**src/rtl/serial_add_pkg.sv**
```systemverilog
// Shared types and defaults for the bit-serial adder sequencer.
package serial_add_pkg;
   localparam int DEFAULT_WIDTH = 8;

   typedef enum logic [1:0] {
      IDLE = 2'b00,
      RUN  = 2'b01,
      DONE = 2'b10
   } state_e;
endpackage

```
**src/rtl/half_add.sv**
```systemverilog
// One-bit half adder cell.
module half_add (
   input  logic a,
   input  logic b,
   output logic s,
   output logic c
);
   assign s = a ^ b;
   assign c = a & b;
endmodule

```
**src/rtl/serial_add_seq_bit_full_add.sv**
```systemverilog
// Combinational one-bit full adder: two half adders chained, carries ORed.
module bit_full_add (
   input  logic a,
   input  logic b,
   input  logic cin,
   output logic s,
   output logic cout
);
   logic s0, c0, c1;

   half_add u_ha0 (.a(a),  .b(b),   .s(s0), .c(c0));
   half_add u_ha1 (.a(s0), .b(cin), .s(s),  .c(c1));

   assign cout = c0 | c1;
endmodule

```
**src/rtl/serial_add_seq.sv**
```systemverilog
// Bit-serial adder: accepts A/B, adds LSB-first one bit per cycle, then holds
// the result under a valid/ready handshake.
module serial_add_seq
   import serial_add_pkg::*;
#(
   parameter int WIDTH = DEFAULT_WIDTH
) (
   input  logic             clk,
   input  logic             rst,
   input  logic             in_valid,
   output logic             in_ready,
   input  logic [WIDTH-1:0] a,
   input  logic [WIDTH-1:0] b,
   output logic             out_valid,
   input  logic             out_ready,
   output logic [WIDTH-1:0] sum,
   output logic             cout,
   output logic             busy
);
   localparam int CW = $clog2(WIDTH);
   localparam logic [CW-1:0] LAST = CW'(WIDTH - 1);

   state_e          state;
   logic [WIDTH-1:0] a_sr, b_sr, sum_sr, sum_q;
   logic            carry, cout_q;
   logic [CW-1:0]   cnt;
   logic            bit_s, bit_c;

   bit_full_add u_fa (
      .a   (a_sr[0]),
      .b   (b_sr[0]),
      .cin (carry),
      .s   (bit_s),
      .cout(bit_c)
   );

   // Handshake outputs are pure functions of state.
   assign in_ready  = (state == IDLE);
   assign out_valid = (state == DONE);
   assign busy      = (state != IDLE);
   assign sum       = sum_q;
   assign cout      = cout_q;

   always_ff @(posedge clk) begin
      if (rst) begin
         state  <= IDLE;
         a_sr   <= '0;
         b_sr   <= '0;
         sum_sr <= '0;
         sum_q  <= '0;
         carry  <= 1'b0;
         cout_q <= 1'b0;
         cnt    <= '0;
      end else begin
         case (state)
            IDLE: begin
               if (in_valid) begin
                  a_sr   <= a;
                  b_sr   <= b;
                  sum_sr <= '0;
                  carry  <= 1'b0;
                  cnt    <= '0;
                  state  <= RUN;
               end
            end
            RUN: begin
               a_sr   <= a_sr >> 1;
               b_sr   <= b_sr >> 1;
               sum_sr <= {bit_s, sum_sr[WIDTH-1:1]};
               carry  <= bit_c;
               cnt    <= cnt + CW'(1);
               // Result register is separate so sum stays put between operations.
               if (cnt == LAST) begin
                  sum_q  <= {bit_s, sum_sr[WIDTH-1:1]};
                  cout_q <= bit_c;
                  state  <= DONE;
               end
            end
            DONE: begin
               if (out_ready) state <= IDLE;
            end
            default: state <= IDLE;
         endcase
      end
   end
endmodule
```
**config.mk**
```make
export PLATFORM = sky130hd
export DESIGN_NAME = serial_add_seq
export DESIGN_NICKNAME = d
export VERILOG_FILES = /design/src/rtl/serial_add_pkg.sv /design/src/rtl/half_add.sv /design/src/rtl/serial_add_seq_bit_full_add.sv /design/src/rtl/serial_add_seq.sv
export SDC_FILE = /design/constraint.sdc
export NUM_CORES = 1
export LEC_CHECK = 0
export CAP_MARGIN = 25
export CORE_ASPECT_RATIO = 0.5
export CORE_MARGIN = 4
export CORE_UTILIZATION = 56
export CTS_BUF_LIST = sky130_fd_sc_hd__clkbuf_8
export CTS_CLUSTER_SIZE = 12
export DETAILED_ROUTE_END_ITERATION = 6
export GPL_TIMING_DRIVEN = 0
export PLACE_DENSITY = 0.86
export RECOVER_POWER = 100
export SLEW_MARGIN = 20
export SYNTH_ARGS = -nofsm -noshare
export SYNTH_HDL_FRONTEND = slang
export SYNTH_HIERARCHICAL = 1
export SYNTH_SLANG_ARGS = --single-unit
```
**constraint.sdc**
```tcl
create_clock -name clk -period 3.3 [get_ports clk]
set_input_delay 0.66 -clock clk [delete_from_list [all_inputs] [get_ports clk]]
set_output_delay 0.66 -clock clk [all_outputs]
set_load 0.02 [all_outputs]
```
After elaboration in Yosys (flattened, before gate mapping). Cells that the tools add are included. W data, S select, Z words.

Register bits after elaboration: 39. RAM bits: 0. Memory bits (read-only): 0. Memories kept: 0. Bits in latches: 0.

Equal/unequal tests: 6. Shifts and indexed selects: 0. Div/mod/pow operators: 0. Bitwise operators: 5. Add/subtract/negate cells: 1. Multiply operators: 0. Order comparisons: 0. Reductions and logical operators: 6. Multiplexer cells: 14.

Operators with widths (count): $pmux W8 S2 (3); $mux W8 (3); $mux W2 (3); $pmux W2 S3 (1); $pmux W3 S2 (1); $ne A2 B2 Y1 const B (2); $reduce_and A2 Y1 (2); $reduce_bool A2 Y1 (2); $add A3 B1 Y3 const B (1); $eq A3 B3 Y1 const B (1); $mux W3 (1); $reduce_and A3 Y1 (1); $and A1 B1 Y1 (2); $eq A2 B1 Y1 const B (1); $eq A2 B2 Y1 const B (1); $logic_not A2 Y1 (1); $ne A2 B1 Y1 const B (1); $pmux W1 S2 (1); $xor A1 B1 Y1 (2); $mux W1 (1); $or A1 B1 Y1 (1).

Longest topological paths before layout. Gate-level depths: netlist of run 1.

Word-level depth: 4. Gate-level depth with buffers: 6. Depth with buffers taken out: 5.

Cells and area by module. Netlist of run 1, hierarchy kept.

By module, submodules not included: serial_add_seq (instances 1, cells an instance 162, area an instance 1550.2 µm²); half_add (instances 2, cells an instance 1, area an instance 12.5 µm²); bit_full_add (instances 1, cells an instance 1, area an instance 6.3 µm²).

Least setup slack after synthesis of run 1. OpenSTA, ideal clock, no wires.

Path type: reg2out. Start point: register state[0]. End point: output port busy. Setup slack: 1763 ps. Arrival: 877 ps. Cell stages (with the launch flop): 4. Path buffers: 1. Cells stage by stage: dfxtp_1 buf_6 nor2_2 inv_1.

Longest elaborated chain between the ends: 1.

Ends and longest elaborated chain: from (decl) (line serial_add_seq.sv:23) `state_e state;`; from (signal assigned) (line serial_add_seq.sv:46) `state <= IDLE;`; from (signal assigned) (line serial_add_seq.sv:63) `state <= RUN;`; from (signal assigned) (line serial_add_seq.sv:76) `state <= DONE;`; $reduce_bool A2 Y1 (line serial_add_seq.sv:40) `assign busy = (state != IDLE);`; to (decl) (line serial_add_seq.sv:18) `output logic busy`.

Every way passes these cells.

Final worst setup path of run 1.
Start point: register state[0]. End point: output port in_ready.

Longest elaborated chain between the ends: 1.

Ends and longest elaborated chain: $logic_not A2 Y1 (line serial_add_seq.sv:38) `assign in_ready = (state == IDLE);`; to (decl) (line serial_add_seq.sv:11) `output logic in_ready,`.

Every way passes these cells.

==> results of run 1 <==
==> cells by family after synthesis <==
kind of cell,Yosys count,share of synthesized area [%]
AO/OA/AOI/OAI,51,26.3
AND/OR/NAND/NOR,41,11.7
flip-flops,38,48.1
buffers and inverters,29,9.49
adder cells (fa/ha/maj),4,3.16
multiplexers,2,1.27
==> power groups by stage <==
stage          clock, mW  combinational (mW)  sequential (mW)
6_report           0.490               0.123            0.490
5_1_grt            0.510               0.135            0.492
4_1_cts            0.492               0.125            0.490
3_5_place_dp           0               0.122            0.500
3_3_place_gp           0               0.119            0.500
2_1_floorplan          0              0.0798            0.498
==> routing by layer <==
layer / vias to the layer above / part of all wire [%] / global-route usage [%]
li1: 656 / - / -
met3: 8 / 5.5 / 4.69
met2: 31 / 48 / 33.6
met5: - / 0 / 0
met4: 0 / 1.7 / 8.14
met1: 599 / 45 / 20.7
==> final cells by class <==
class / count / area [sq um]
Timing Repair Buffer: 30 / 300
Tap cell: 37 / 46.3
Clock inverter: 2 / 60.1
Fill cell: 185 / 583
Multi-Input combinational cell: 98 / 671
Buffer: 13 / 87.6
Clock buffer: 6 / 82.6
Sequential cell: 38 / 761
Inverter: 16 / 60.1
==> critical path, delay by kind of cell, from the launching register on <==
kind,cells,cell delay [ps]
buffers and inverters,2,830
AND/OR/NAND/NOR,1,170
flip-flops,1,320
==> stage by stage <==
step	util [%]	std cells	worst slack, ps	total power, mW	cell area [sq um]
after detailed placement	72.7	232	1120	0.622	1930
after floorplan	-	165	1760	0.577	1580
after CTS	78.1	240	1080	1.11	2070
after global placement	72.7	232	1170	0.619	1930
after global routing	78.0	240	957	1.14	2070
final	78.0	240	1030	1.10	2070
==> layout by cell type, fill, tap and decap left out, types with 2 or more instances in the layout <==
master / instances
sky130_fd_sc_hd__a21oi_1: 14
sky130_fd_sc_hd__a21oi_2: 10
sky130_fd_sc_hd__a22oi_1: 10
sky130_fd_sc_hd__a32oi_1: 2
sky130_fd_sc_hd__buf_4: 2
sky130_fd_sc_hd__buf_6: 4
sky130_fd_sc_hd__bufinv_16: 2
sky130_fd_sc_hd__clkbuf_1: 5
sky130_fd_sc_hd__clkbuf_8: 6
sky130_fd_sc_hd__clkdlybuf4s50_1: 17
sky130_fd_sc_hd__dfxtp_1: 38
sky130_fd_sc_hd__dlygate4sd3_1: 13
sky130_fd_sc_hd__ha_1: 4
sky130_fd_sc_hd__inv_1: 16
sky130_fd_sc_hd__mux2i_1: 2
sky130_fd_sc_hd__nand2_1: 9
sky130_fd_sc_hd__nand3_1: 9
sky130_fd_sc_hd__nor2_1: 15
sky130_fd_sc_hd__nor2b_1: 2
sky130_fd_sc_hd__o221a_1: 10
sky130_fd_sc_hd__o221a_2: 4
==> sequential cells by signal, indices dropped and copies added (netlist names) <==
name    cells
b_sr        8
carry       1
a_sr        8
cout        1
sum         8
sum_sr      7
cnt         3
state       2
==> final timing paths <==
kind                            depth (start not counted)  endpoint
worst min-delay path                                    2    sum[3]
worst min register to register                          2    sum[3]
worst max register to register                          5   b_sr[2]
worst max-delay path                                    3  in_ready
==> run summary, run 1 <==
sort of element at the end of the critical path: output port
Placement Rows: 13
Slew HR: 55.3%
Cell Int Power: 863 uW
Max IR drop VDD: 0.000317 V
iteration count of the initial detailed-routing pass: 4
top cell type by total area after synthesis: sky130_fd_sc_hd__dfxtp_1
sequential area share after synthesis: 48.1%
Inserted Clock Buffers: 5
kind of critical path: flop to output port
gr usage total: 18.2%
signed area change from the synthesized netlist to the final layout: 30.8%
wire length per cell after detailed routing: 13.7 microns
Setup Fix Bufs, Post-CTS: 0
average via count per standard cell: 5.39
Switching Power: 239 uW
root buffer cell: sky130_fd_sc_hd__clkbuf_8
final weighted congestion in routability-driven placement: 0.846
DRC violations left: 0
GR Overflow Total: 0
final period utilization: 68.7%
Clock H-tree levels: 2
Synth Net Count: 189
asr flop ratio synth: 0%
clock slew at reported path FFs: 80 ps
maximum clock skew at final layout: 6.67 ps
post-cts resize count: 0
routed wire length: 3290 microns
CTS tree: done
largest net degree at the start of global routing: 13
via count of the first global-routing pass: 1157
Hold WS: 453 ps
Die Width: 83.2 microns
die area: 0.00379 sq mm
unrepaired setup endpoints after global routing: false
number of synthesized flops with an enable pin: 0
max-capacitance violation count: 0
total half-perimeter wirelength after legalization and detailed placement: 2240 microns
input/output buffers: 30
detailed router's first-iteration violation count: 67
cell with the largest stage delay on the worst path: sky130_fd_sc_hd__dlygate4sd3_1
switching power share of the total: 21.7%
remaining antenna violation count: 0
Setup violations, final: 0
number of diodes: 0
most repeated cell in the gate-level netlist after synthesis: sky130_fd_sc_hd__dfxtp_1
largest cells by area after synthesis: sky130_fd_sc_hd__dfxtp_1 48%, sky130_fd_sc_hd__o221a_1 7.1%, sky130_fd_sc_hd__a21oi_2 5.5%
Sum Neg Setup Slack: 0 ps
reg-to-reg slack, setup: 1710 ps
sequential power share: 44.4%
effective utilization at floorplan: 59.7%
NumNets Final: 226
power share of the combinational group: 11.1%
class of the tightest hold or removal check: flop to flop
vertical die dimension: 45.6 microns
post-synthesis cell count: 165
required time reported for the critical path endpoint: 2640 ps
worst min-delay path startpoint: sum[3]
number of antenna violations at the first check in global routing: 0
share of final-layout standard cells stronger than drive strength 1: 15.3%
actual transition at the worst max-transition pin: 670 ps
clock insertion delay at the later pin of the skew report: 290 ps
Primary FF master, synth: sky130_fd_sc_hd__dfxtp_1
share of the synthesized area in the top cell type: 48.1%
timing-limited maximum frequency: 0.441 GHz
count of final max-slew check failures: 0
Cell Pwr Density: 533 mW/mm^2
CP startpoint: state[0]
maximum clock insertion buffer count: 2
Leakage Power: 0.807 nW
number of top-level design ports: 32
chain of cells forming the critical path: buf_6 -> nor2_2 -> dlygate4sd3_1
number of distinct standard cells referenced by the synthesized netlist: 26
Post-Synthesis Mean Instance Area: 9.58 sq um
# clock sinks: 38
final hold violations: 0
commonest cells in the synthesized netlist: 38 x sky130_fd_sc_hd__dfxtp_1, 16 x sky130_fd_sc_hd__inv_1, 15 x sky130_fd_sc_hd__nor2_1, 14 x sky130_fd_sc_hd__a21oi_1
data arrival time of the critical path: 1610 ps
minimum period implied by the final worst setup slack: 2270 ps
number of register bits inferred by synthesis: 38
Synth warnings: 6
Worst setup SP type: flop
mapped cell area: 0.00158 sq mm
part of the power in the clock network: 44.4%
core area: 0.00265 sq mm
largest stage delay on the critical path: 700 ps
hold_buf cts: 0
global-route wire length before repair: 5330 microns
run status: finished, final reports clean
vias after detailed routing: 1294
R2R Path Start: state[0]
highest fanout seen on the critical path: 7
Power figures use the tool's default switching activity.
==> inputs of run 2 (changes only) <==
CORE_UTILIZATION = 52   (was 56)
PLACE_DENSITY = 0.81   (was 0.86)
clock period = 2.2 ns   (was 3.3 ns; I/O delays follow)
==> run 2 against run 1 <==
Effect of this change: design area decreased by 2.5%; sequential cell count did not move; combinational power rose by 49%; clock skew decreased by 1.0 ps; routed wire length is 0.43% lower; register-to-register slack lost 1100 ps; worst hold slack gained 1.7 ps; first-iteration DRC count fell by 21%; critical path type unchanged; power increased by 28%.
==> run summary, run 2 (synthesis results as in run 1) <==
class of the tightest hold or removal check: flop to flop
NumNets Final: 226
kind of critical path: flop to output port
switching power share of the total: 24.9%
detailed router's first-iteration violation count: 53
count of final max-slew check failures: 0
data arrival time of the critical path: 1650 ps
sort of element at the end of the critical path: output port
global-route wire length before repair: 5220 microns
final weighted congestion in routability-driven placement: 0.859
most used cells in the layout excluding fill and tap cells: 38 x sky130_fd_sc_hd__dfxtp_1, 17 x sky130_fd_sc_hd__inv_1, 17 x sky130_fd_sc_hd__clkdlybuf4s50_1, 15 x sky130_fd_sc_hd__nor2_1, 14 x sky130_fd_sc_hd__a21oi_1
iteration count of the initial detailed-routing pass: 4
count of filler cells inserted in the layout: 218
share of final-layout standard cells stronger than drive strength 1: 14.8%
vertical die dimension: 47.0 microns
effective utilization at floorplan: 57.5%
part of the power in the clock network: 34.9%
gr usage total: 17.3%
Cell Pwr Density: 699 mW/mm^2
timing-limited maximum frequency: 0.479 GHz
CTS tree: done
core area: 0.00275 sq mm
root buffer cell: sky130_fd_sc_hd__clkbuf_8
clock slew at reported path FFs: 70 ps
Cell Int Power: 1.06 mW
Leakage Power: 0.788 nW
input/output buffers: 30
Setup violations, final: 0
number of diodes: 0
Sum Neg Setup Slack: 0 ps
DRC violations left: 0
sequential cell area: 761 sq um
Inserted Clock Buffers: 5
Max IR drop VDD: 0.000427 V
final hold violations: 0
clock insertion delay at the later pin of the skew report: 290 ps
highest fanout seen on the critical path: 7
maximum clock insertion buffer count: 2
post-cts resize count: 0
max-capacitance violation count: 0
# clock sinks: 38
number of top-level design ports: 32
most common library cell in the layout ignoring fill and taps: sky130_fd_sc_hd__dfxtp_1
hold_buf cts: 0
run status: finished, final reports clean
vias after detailed routing: 1307
die area: 0.00404 sq mm
Worst setup SP type: flop
Slew HR: 56.6%
Setup Fix Bufs, Post-CTS: 0
routed wire length: 3270 microns
remaining antenna violation count: 0
wire length per cell after detailed routing: 13.6 microns
sequential power share: 52.1%
largest net degree at the start of global routing: 12
combined area of the multi-input logic cells: 671 sq um
Placement Rows: 13
via count of the first global-routing pass: 1146
maximum clock skew at final layout: 5.66 ps
Die Width: 86.0 microns
power share of the combinational group: 13.0%
Switching Power: 351 uW
signed area change from the synthesized netlist to the final layout: 27.5%
GR Overflow Total: 0
actual transition at the worst max-transition pin: 651 ps
required time reported for the critical path endpoint: 1760 ps
number of antenna violations at the first check in global routing: 0
minimum period implied by the final worst setup slack: 2090 ps
average via count per standard cell: 5.45
total half-perimeter wirelength after legalization and detailed placement: 2230 microns
Hold WS: 454 ps
Clock H-tree levels: 2
unrepaired setup endpoints after global routing: false
final period utilization: 95.0%
[run 2: final timing paths]
check / startpoint / to / slack [ps] / cells past startpoint
max: state[0] / busy / 110 / 4
min: sum[4] / sum[4] / 450 / 2
max reg2reg: state[0] / b_sr[6] / 640 / 5
min reg2reg: sum[4] / sum[4] / 450 / 2
[run 2: cell type report]
class | count | share of cell area, %
well taps | 37 | 2.30
repair buffers | 30 | 14.9
clock buffers | 6 | 4.09
multi-input cells | 98 | 33.3
plain buffers | 13 | 4.34
clock inverters | 2 | 0.434
inverters | 16 | 2.98
flip-flops and latches | 38 | 37.7
[run 2: stage by stage]
step / util [%] / setup slack (ps) / total power, mW / cells / area, sq um
floorplan: - / 883 / 0.866 / 165 / 1580
global placement: 70.1 / 273 / 0.929 / 232 / 1930
detailed placement: 70.1 / 252 / 0.932 / 232 / 1930
CTS: 73.5 / 190 / 1.42 / 240 / 2020
global route: 73.4 / 64.7 / 1.46 / 240 / 2020
finish: 73.4 / 110 / 1.41 / 240 / 2020
[run 2: routing by layer]
layer | share of wire (%) | vias to the layer above | track usage (%)
li1 | - | 659 | -
met1 | 48 | 608 | 20.9
met2 | 45 | 32 | 28.5
met3 | 5.7 | 8 | 5.60
met4 | 2.0 | 0 | 9.46
met5 | 0 | - | 0
[run 2: critical path: stages, from the launching register on]
cell	delay, ps
sky130_fd_sc_hd__dfxtp_1	310
sky130_fd_sc_hd__buf_6	130
sky130_fd_sc_hd__nor2_2	190
sky130_fd_sc_hd__inv_1	70
sky130_fd_sc_hd__dlygate4sd3_1	660
[run 2: power groups by stage]
stage / Combinational, mW / Clock, mW / Sequential (mW)
finish: 0.183 / 0.492 / 0.735
global route: 0.198 / 0.526 / 0.737
CTS: 0.185 / 0.497 / 0.734
detailed placement: 0.182 / 0 / 0.750
global placement: 0.180 / 0 / 0.750
floorplan: 0.120 / 0 / 0.746
==> inputs of run 3 (changes only) <==
ABC_AREA = 1   (was default)
CORE_UTILIZATION = 54   (was 52)
CTS_CLUSTER_SIZE = 24   (was 12)
PLACE_DENSITY = 0.82   (was 0.81)
==> run 3 against run 2 <==
Effect of this change: worst hold slack better by 15 ps; clock skew up 0.55 ps; clock power up 45%; highest routed layer unchanged; routed wire length up 20%; design area up 13%; fmax up 2.9%; power up 18%; core utilization up 0.32 points; synthesized cell count up 70%; critical path depth down 1; critical endpoint is now in_ready.
==> run summary, run 3 <==
Cell Pwr Density: 726 mW/mm^2
fraction of the mapped netlist area in compound gates: 8.89%
detailed router's first-iteration violation count: 62
CP startpoint: state[0]
Placement Rows: 14
number of synthesized flops with an enable pin: 0
CTS tree: done
data arrival time of the critical path: 1590 ps
Hold WS: 469 ps
Synth Area in Adders: 2.76%
class of the tightest hold or removal check: flop to flop
capture point of the worst path: in_ready
core area: 0.00310 sq mm
sequential area share after synthesis: 41.9%
commonest cells in the synthesized netlist: 107 x sky130_fd_sc_hd__nand2_1, 54 x sky130_fd_sc_hd__inv_1, 38 x sky130_fd_sc_hd__dfxtp_1, 29 x sky130_fd_sc_hd__nor2_1, 27 x sky130_fd_sc_hd__a21oi_1
Crit. path cell count: 3
Synth Area in Simple Gates: 30.0%
worst path buffer plus inverter count: 2
number of top-level design ports: 32
clock slew at reported path FFs: 80 ps
cell depth of the worst flop-to-flop path: 6
number of diodes: 0
vertical die dimension: 49 microns
asr flop ratio synth: 0%
Layout Cells excl Fill: 360
count of final max-slew check failures: 0
DRC violations left: 0
most used cells in the layout excluding fill and tap cells: 107 x sky130_fd_sc_hd__nand2_1, 54 x sky130_fd_sc_hd__inv_1, 38 x sky130_fd_sc_hd__dfxtp_1, 30 x sky130_fd_sc_hd__nor2_1, 27 x sky130_fd_sc_hd__a21oi_1
critical path's top delay family: buffers and inverters
share of the synthesized area in the top cell type: 41.9%
R2R Path Start: state[0]
maximum clock skew at final layout: 6.21 ps
average via count per standard cell: 4.66
worst slack, placed: 391 ps
share of cell area taken by muxes after synthesis: 0%
kind of critical path: flop to output port
NumNets Final: 343
wire length per cell after detailed routing: 10.9 microns
number of register bits inferred by synthesis: 38
required time reported for the critical path endpoint: 1760 ps
root buffer cell: sky130_fd_sc_hd__clkbuf_8
top cell type by total area after synthesis: sky130_fd_sc_hd__dfxtp_1
input/output buffers: 31
most common library cell in the layout ignoring fill and taps: sky130_fd_sc_hd__nand2_1
Setup Fix Bufs, Post-CTS: 0
chain of cells forming the critical path: buf_6 -> nor2_1 -> clkdlybuf4s50_1
unrepaired setup endpoints after global routing: false
post-synthesis cell count: 281
Die Width: 90 microns
final weighted congestion in routability-driven placement: 0.806
largest stage delay on the critical path: 650 ps
cell area reported after detailed placement: 0.00218 sq mm
Clock H-tree levels: 2
Synth warnings: 6
sort of element at the end of the critical path: output port
hold_buf cts: 0
max-capacitance violation count: 0
total half-perimeter wirelength after legalization and detailed placement: 2710 microns
signed area change from the synthesized netlist to the final layout: 25.8%
iteration count of the initial detailed-routing pass: 4
Slew HR: 53.0%
main combinational cell family by area after synthesis: simple AND/OR/NAND/NOR gates
cell with the largest stage delay on the worst path: sky130_fd_sc_hd__clkdlybuf4s50_1
Leakage Power: 1.11 nW
final setup slack of the worst path: 168 ps
gr usage total: 19.2%
GR Overflow Total: 0
minimum period implied by the final worst setup slack: 2030 ps
dpl cells: 352
global-route wire length before repair: 6880 microns
via count of the first global-routing pass: 1603
clock insertion delay at the later pin of the skew report: 300 ps
Post-Synthesis Mean Instance Area: 6.46 sq um
highest fanout seen on the critical path: 10
# clock sinks: 38
die area: 0.00441 sq mm
final hold violations: 0
Sum Neg Setup Slack: 0 ps
vias after detailed routing: 1677
endpoint of the worst-slack reg-to-reg timing path: a_sr[3]
Inserted Clock Buffers: 5
number of distinct standard cells referenced by the synthesized netlist: 17
number of antenna violations at the first check in global routing: 0
routed wire length: 3930 microns
largest net degree at the start of global routing: 14
post-cts resize count: 0
reg-to-reg slack, setup: 380 ps
fin area: 0.00228 sq mm
timing-limited maximum frequency: 0.492 GHz
most repeated cell in the gate-level netlist after synthesis: sky130_fd_sc_hd__nand2_1
remaining antenna violation count: 0
effective utilization at floorplan: 58.6%
share of final-layout standard cells stronger than drive strength 1: 5.63%
Worst setup SP type: flop
Setup violations, final: 0
run status: finished, final reports clean
final period utilization: 92.3%
largest cells by area after synthesis: sky130_fd_sc_hd__dfxtp_1 42%, sky130_fd_sc_hd__nand2_1 22%, sky130_fd_sc_hd__inv_1 11%
Max IR drop VDD: 0.000597 V
mapped cell area: 0.00182 sq mm
count of filler cells inserted in the layout: 257
Synth Net Count: 305
maximum clock insertion buffer count: 2
actual transition at the worst max-transition pin: 698 ps
Primary FF master, synth: sky130_fd_sc_hd__dfxtp_1
xor-xnor portion of the synthesized cell area: 0%
==> run 3: cell types whose count changed after synthesis, sizes merged, moves of 2 or more <==
cell   before  now
a21oi      24   27
a22oi      10    0
a32oi       2    0
inv        16   56
mux2i       2    0
nand2      10  108
nand3       9    2
nor2       16   31
nor2b       2    0
o21ai       0    3
o221a      14    0
==> run 3: worst min-delay path by stage <==
stage | start | end | slack (ps) | cells after the start
floorplan | sum_sr[1] | sum_sr[1] | 430 | 2
detailed placement | carry | carry | 460 | 2
CTS | carry | carry | 470 | 2
global route | a_sr[7] | a_sr[7] | 480 | 2
finish | b_sr[7] | b_sr[7] | 470 | 2
global placement | cnt[1] | cnt[1] | 450 | 2
==> run 3: where the power goes <==
group,switching (mW),internal (mW)
registers,0.0126,0.720
clock network,0.260,0.454
logic,0.120,0.0915
total,0.393,1.27
==> run 3: cell families after synthesis <==
kind of cell	count (synthesis)
and+or+nand+nor	141
DFF	38
adders and majority gates	4
AOI/OAI and AO/OA	30
buffers and inverters	68
==> run 3: metal layers <==
metal  part of all wire (%)  track usage (%)  routed length [microns]  vias to the layer above
met5                      0                0                        0                        -
met4                    1.6             5.33                       63                        0
met3                    5.5             7.24                      216                        9
met2                     48             33.7                     1900                       36
met1                     45             22.1                     1750                      738
li1                       -                -                        -                      894
==> run 3: through the flow <==
step	power, mW	utilization [%]
final	1.66	73.7
after CTS	1.67	74.6
after global placement	0.954	70.2
after floorplan	0.888	-
after global routing	1.74	73.7
after detailed placement	0.962	70.2
==> run 3: final cells by class <==
class                      count  area [sq um]  area share, %
tap                           40          50.0           2.19
timing repair buffer          31           310           13.6
inverter                      56           210           9.20
multi-input combinational    175           742           32.5
buffer                        12          73.8           3.23
clock inverter                 3          68.8           3.01
clock buffer                   5          68.8           3.01
sequential                    38           761           33.3
==> run 3: tightest hold or removal path: stages, from the launching register on <==
cell and delay [ps]:
sky130_fd_sc_hd__dfxtp_1 310, sky130_fd_sc_hd__nand2_1 60, sky130_fd_sc_hd__a21oi_1 50
